===== config.mk =====
export PLATFORM = sky130hd
export DESIGN_NAME = yutorina_regfile_sb
export DESIGN_NICKNAME = d
export VERILOG_FILES = /design/src/rtl/yutorina_regfile_pkg.sv /design/src/rtl/yutorina_regfile_sb_scoreboard.sv /design/src/rtl/yutorina_regfile_sb.sv
export SDC_FILE = /design/constraint.sdc
export NUM_CORES = 2
export LEC_CHECK = 0
export ABC_AREA = 1
export CORE_MARGIN = 2
export CORE_UTILIZATION = 30
export CTS_BUF_LIST = sky130_fd_sc_hd__clkbuf_2
export CTS_CLUSTER_DIAMETER = 100
export DETAILED_ROUTE_END_ITERATION = 10
export GPL_ROUTABILITY_DRIVEN = 0
export MAX_ROUTING_LAYER = met4
export PLACE_DENSITY = 0.49
export SLEW_MARGIN = 20
export SYNTH_ARGS = -nofsm -noshare
export SYNTH_HDL_FRONTEND = slang
export SYNTH_SLANG_ARGS = --single-unit

===== constraint.sdc =====
create_clock -name clock -period 9.1 [get_ports clock]
set_clock_uncertainty 0.15 [all_clocks]
set_input_delay 1.82 -clock clock [delete_from_list [all_inputs] [get_ports clock]]
set_output_delay 1.82 -clock clock [all_outputs]
set_load 0.03 [all_outputs]

===== src/rtl/yutorina_regfile_pkg.sv =====
// Shared defaults, port-count limits, reset polarity and enable encoding for the Yutorina GPR.
// No logic of its own; imported by the register file and its scoreboard.
package yutorina_regfile_pkg;

  localparam int DEF_DATA_W = 32;
  localparam int DEF_ADDR_W = 5;
  localparam int DEF_NUM_RD = 2;
  localparam int DEF_NUM_WR = 2;
  localparam int MAX_RD     = 4;
  localparam int MAX_WR     = 2;

  localparam logic RESET_ACTIVE = 1'b0;

  typedef enum logic {
    EN_OFF = 1'b0,
    EN_ON  = 1'b1
  } en_t;

  function automatic logic in_reset(input logic rst);
    return rst == RESET_ACTIVE;
  endfunction

endpackage


===== src/rtl/yutorina_regfile_sb_scoreboard.sv =====
// Write-pending scoreboard: busy bit per register, set on reserve, cleared on write or flush.
// Lookup is combinational; busy_cnt is registered (next-state popcount).
// No backpressure; the read-side stall is formed from rd_busy by the top.
module yutorina_regfile_sb_scoreboard
  import yutorina_regfile_pkg::*;
#(
  parameter int ADDR_W   = DEF_ADDR_W,
  parameter int NUM_RD   = DEF_NUM_RD,
  parameter int NUM_WR   = DEF_NUM_WR,
  parameter int ZERO_REG = 1,
  parameter int BYPASS   = 1
) (
  input  logic                     clock,
  input  logic                     reset,
  input  logic [NUM_RD*ADDR_W-1:0] rd_addr,
  input  logic                     rsv_en,
  input  logic [ADDR_W-1:0]        rsv_addr,
  input  logic [NUM_WR-1:0]        wr_en,
  input  logic [NUM_WR*ADDR_W-1:0] wr_addr,
  input  logic                     flush,
  output logic [NUM_RD-1:0]        rd_busy,
  output logic [ADDR_W:0]          busy_cnt
);

  localparam int DEPTH = 1 << ADDR_W;

  logic [DEPTH-1:0] busy;
  logic [DEPTH-1:0] busy_nxt;
  logic [ADDR_W:0]  cnt_nxt;

  // Priority, lowest to highest: write-clear, reserve, flush, zero register.
  always_comb begin
    busy_nxt = busy;
    for (int j = 0; j < NUM_WR; j++) begin
      if (wr_en[j] == EN_ON) busy_nxt[wr_addr[j*ADDR_W +: ADDR_W]] = 1'b0;
    end
    if (rsv_en == EN_ON) busy_nxt[rsv_addr] = 1'b1;
    if (flush == EN_ON) busy_nxt = '0;
    if (ZERO_REG != 0) busy_nxt[0] = 1'b0;
  end

  always_comb begin
    cnt_nxt = '0;
    for (int i = 0; i < DEPTH; i++) begin
      cnt_nxt = cnt_nxt + {{ADDR_W{1'b0}}, busy_nxt[i]};
    end
  end

  always_ff @(posedge clock) begin
    if (in_reset(reset)) begin
      busy     <= '0;
      busy_cnt <= '0;
    end else begin
      busy     <= busy_nxt;
      busy_cnt <= cnt_nxt;
    end
  end

  always_comb begin
    rd_busy = '0;
    for (int k = 0; k < NUM_RD; k++) begin
      logic [ADDR_W-1:0] a;
      logic              b;
      logic              hit;
      a   = rd_addr[k*ADDR_W +: ADDR_W];
      b   = busy[a];
      hit = 1'b0;
      for (int j = 0; j < NUM_WR; j++) begin
        if (wr_en[j] == EN_ON && wr_addr[j*ADDR_W +: ADDR_W] == a) hit = 1'b1;
      end
      // A forwarded value satisfies the reader unless a new producer claims it now.
      if (BYPASS != 0 && hit) b = (rsv_en == EN_ON) && (rsv_addr == a);
      if ((ZERO_REG != 0 && a == '0) || in_reset(reset)) b = 1'b0;
      rd_busy[k] = b;
    end
  end

endmodule


===== src/rtl/yutorina_regfile_sb.sv =====
// Yutorina GPR: multi-port register file with optional zero register, write bypass and RAW scoreboard.
// Reads are combinational (0-cycle with bypass, 1-cycle otherwise); writes land on the clock edge.
// No backpressure on writes; decode stalls itself through 'stall'.
module yutorina_regfile_sb
  import yutorina_regfile_pkg::*;
#(
  parameter int DATA_W   = DEF_DATA_W,
  parameter int ADDR_W   = DEF_ADDR_W,
  parameter int NUM_RD   = DEF_NUM_RD,
  parameter int NUM_WR   = DEF_NUM_WR,
  parameter int ZERO_REG = 1,
  parameter int BYPASS   = 1
) (
  input  logic                     clock,
  input  logic                     reset,
  input  logic [NUM_RD*ADDR_W-1:0] rd_addr,
  input  logic [NUM_RD-1:0]        rd_valid,
  output logic [NUM_RD*DATA_W-1:0] rd_data,
  output logic [NUM_RD-1:0]        rd_busy,
  output logic                     stall,
  input  logic                     rsv_en,
  input  logic [ADDR_W-1:0]        rsv_addr,
  input  logic [NUM_WR-1:0]        wr_en,
  input  logic [NUM_WR*ADDR_W-1:0] wr_addr,
  input  logic [NUM_WR*DATA_W-1:0] wr_data,
  input  logic                     flush,
  output logic [ADDR_W:0]          busy_cnt
);

  localparam int DEPTH = 1 << ADDR_W;

  if (NUM_RD < 1 || NUM_RD > MAX_RD) begin : g_bad_num_rd
    $error("yutorina_regfile_sb: NUM_RD must be 1..4");
  end
  if (NUM_WR < 1 || NUM_WR > MAX_WR) begin : g_bad_num_wr
    $error("yutorina_regfile_sb: NUM_WR must be 1..2");
  end

  logic [DATA_W-1:0] mem [DEPTH];

  // Ports applied in ascending order so the highest index wins a conflict.
  always_ff @(posedge clock) begin
    if (in_reset(reset)) begin
      for (int i = 0; i < DEPTH; i++) mem[i] <= '0;
    end else begin
      for (int j = 0; j < NUM_WR; j++) begin
        if (wr_en[j] == EN_ON &&
            !(ZERO_REG != 0 && wr_addr[j*ADDR_W +: ADDR_W] == '0)) begin
          mem[wr_addr[j*ADDR_W +: ADDR_W]] <= wr_data[j*DATA_W +: DATA_W];
        end
      end
    end
  end

  always_comb begin
    rd_data = '0;
    for (int k = 0; k < NUM_RD; k++) begin
      logic [ADDR_W-1:0] a;
      logic [DATA_W-1:0] d;
      a = rd_addr[k*ADDR_W +: ADDR_W];
      d = mem[a];
      if (BYPASS != 0) begin
        for (int j = 0; j < NUM_WR; j++) begin
          if (wr_en[j] == EN_ON && wr_addr[j*ADDR_W +: ADDR_W] == a) d = wr_data[j*DATA_W +: DATA_W];
        end
      end
      if ((ZERO_REG != 0 && a == '0) || in_reset(reset)) d = '0;
      rd_data[k*DATA_W +: DATA_W] = d;
    end
  end

  yutorina_regfile_sb_scoreboard #(
    .ADDR_W   (ADDR_W),
    .NUM_RD   (NUM_RD),
    .NUM_WR   (NUM_WR),
    .ZERO_REG (ZERO_REG),
    .BYPASS   (BYPASS)
  ) u_scoreboard (
    .clock    (clock),
    .reset    (reset),
    .rd_addr  (rd_addr),
    .rsv_en   (rsv_en),
    .rsv_addr (rsv_addr),
    .wr_en    (wr_en),
    .wr_addr  (wr_addr),
    .flush    (flush),
    .rd_busy  (rd_busy),
    .busy_cnt (busy_cnt)
  );

  assign stall = |(rd_valid & rd_busy);

endmodule


==> impl_metrics.tcl <==
set metrics [dict create \
    slew_violations 0 \
    yosys.area_share.simple_pct 22.8 \
    worstPathArrival_ns 5.78 \
    post_cts_buffers 0 \
    setup_viol 0 \
    fin_crit_sh_pct 85.1 \
    clkTransAtPathRegs_ns 0.08 \
    cp_max_fo 38 \
    track_usage_pct 32.2 \
    maxSlewHeadroom_pct 13.0 \
    drive_above_1_share_pct 10.2 \
    final_nets 8128 \
    mostFrequentLayoutCells "nand2_1 (2,020), edfxtp_1 (1,024), o22ai_1 (990), nand3_1 (821), a21oi_1 (574)" \
    synth.mux.area_fraction_pct 0 \
    die_area_um2 221000 \
    die_w_um 470 \
    maxCapViolCount 0 \
    hold_viol 0 \
    fmax_mhz 129 \
    area_growth_pct 9.96 \
    synthCells 8128 \
    worst_pin_slew_ns 1.30 \
    grt_max_degree 184 \
    h-tree-depth 5 \
    cts_inserted_buffers 323 \
    fin_crit_ns 7.75 \
    synthAdderAreaFrac_pct 0.881 \
    final_common_cell "nand2_1" \
    io_buffers 169 \
    yosys.area.top_type "edfxtp_1" \
    hpwl_um 192000 \
    drt-initial-drc-count 12000 \
    cts_resized 0 \
    ys_ff_latch 1061 \
    rsz0062_at_grt "no" \
    synth_cell_type_count 36 \
    clockRootBuffer "clkbuf_2" \
    synth_compound_area_share_pct 19.5 \
    antenna_found_initial 18 \
    ys_seq_area_share_pct 48.4 \
    viasPerCell 6.28 \
    synth_top_area_share_pct 47.2 \
    clk_path_buf_depth 4 \
    setup_tns_ns 0 \
    synthXorXnorAreaFrac_pct 0.0135 \
    numClockSinks 1061 \
    grt_overflow_total 0 \
    drt_wl_total_um 361000 \
    num_vias 69400 \
    ir_worst_vdd_uv 136 \
    p_leak_nw 27.0 \
    power_density_nw_per_um2 162 \
    start_kind "input pin" \
    firstDrtPassIters 9 \
    ios 170 \
    crit_required_ns 7.13 \
    ant_nets 0 \
    cts.hold.buffers_added 0 \
    min_path_type "input pin to register" \
    yosysWarnings 0 \
    drcViolationCount 0 \
    start_util_pct 30.3 \
    ys_top_cells_by_area "edfxtp_1 (47%), nand2_1 (12%), o22ai_1 (9.5%), nand3_1 (6.5%), a21oi_1 (4.4%)" \
    fp-row-count 170 \
    holdWs_ns 0.516 \
    postSynthAreaPerCell_um2 8.01 \
    cts_tree "done" \
    crit_type "input pin to output port" \
    coreArea_um2 215000 \
    post-route-util_pct 33.3 \
    clk_latency_ns 1.76 \
    outcome "finished, final reports clean" \
    die_y_um 470 \
    synth_top_family_by_area "simple AND/OR/NAND/NOR gates" \
    grt_pass1_wl_um 497000 \
    avgRoutedWirePerCell_um 32.7 \
    synth_area_um2 65100 \
    end_kind "output port" \
    grt_pass1_vias 64500 \
]
-- kinds of logic (layout without fill, tap and decap cells) --
kind of cell / after synthesis / after routing
compound gates: 2169 / 2169
xor+xnor: 1 / 1
fa+ha+maj: 32 / 32
buf+inv: 1299 / 1324
flops: 1061 / 1061
other cells: 1 / 55
simple gates: 3565 / 3565
-- power by group --
| group | total [mW] | internal (mW) | switching (mW) |
|---|---|---|---|
| Combinational | 2.11 | 0.520 | 1.59 |
| Clock | 3.72 | 1.37 | 2.35 |
| Sequential | 5.76 | 5.63 | 0.125 |
| Total | 11.6 | 7.52 | 4.06 |
-- metrics by stage --
stage | area, um2 | power [mW] | cells | setup WS, ns
floorplan | 65200 | 7.00 | 8159 | 1.90
global placement | 68900 | 7.88 | 10500 | 0.574
detailed placement | 68900 | 7.89 | 10500 | 0.636
CTS | 71500 | 11.5 | 11000 | 1.47
global route | 71500 | 11.9 | 11000 | 1.42
finish | 71600 | 11.6 | 11000 | 1.35
-- critical path, cell delays in order --
cell and delay [ns]:
buf_4 0.18, buf_4 0.67, buf_4 0.87, nand2_1 0.11, nor2_1 0.13, nand2_1 0.06
nand3_1 0.17, nand3_1 0.14, a21oi_1 0.68, clkdlybuf4s50_1 0.82
-- layout make-up --
| class | count | area (um2) |
|---|---|---|
| tap | 2838 | 3550 |
| timing repair buffer | 369 | 3480 |
| clock inverter | 40 | 179 |
| antenna | 23 | 57.6 |
| clock buffer | 470 | 2350 |
| sequential | 1061 | 31500 |
| inverter | 445 | 1700 |
| multi-input combinational | 5799 | 28800 |
| fill | 22600 | 143000 |
-- routing by layer --
metal	vias to the layer above	wire length (um)	global-route usage, %	part of all wire [%]
met5	-	0	-	0
met4	0	23500	19.2	6.5
met3	1323	49300	8.13	14
met2	5926	153000	45.7	42
met1	33500	135000	41.3	38
li1	28600	-	-	-
-- registers in the layout, indices dropped and copies added (netlist names) --
register and flops:
u_scoreboard.busy 31, mem 1024, u_scoreboard.busy_cnt 6
-- cell usage after synthesis, drive strengths merged --
cell	instances
nand2	2067
edfxtp	1024
o22ai	990
nand3	862
a21oi	574
nor2	549
buf	466
inv	442
clkbuf	388
o21ai	357
o211ai	246
nor3	38
dfxtp	37
or2	24
fa	23
and2	14
ha	9
nand3b	6
clkinv	3
nand4	3
nor4	2
a31oi	1
conb	1
o21ba	1
xor2	1
-- final timing paths --
path                         startpoint                       end  slack, ns  cells past startpoint
setup / recovery             rd_addr[3]               rd_data[30]       1.35                     10
hold / removal              wr_data[20]               mem[29][20]       0.52                      3
setup reg to reg   u_scoreboard.busy[2]  u_scoreboard.busy_cnt[4]       3.51                     19
hold reg to reg   u_scoreboard.busy[29]     u_scoreboard.busy[29]       0.58                      4
No activity file was read; power rests on OpenSTA's default activity.
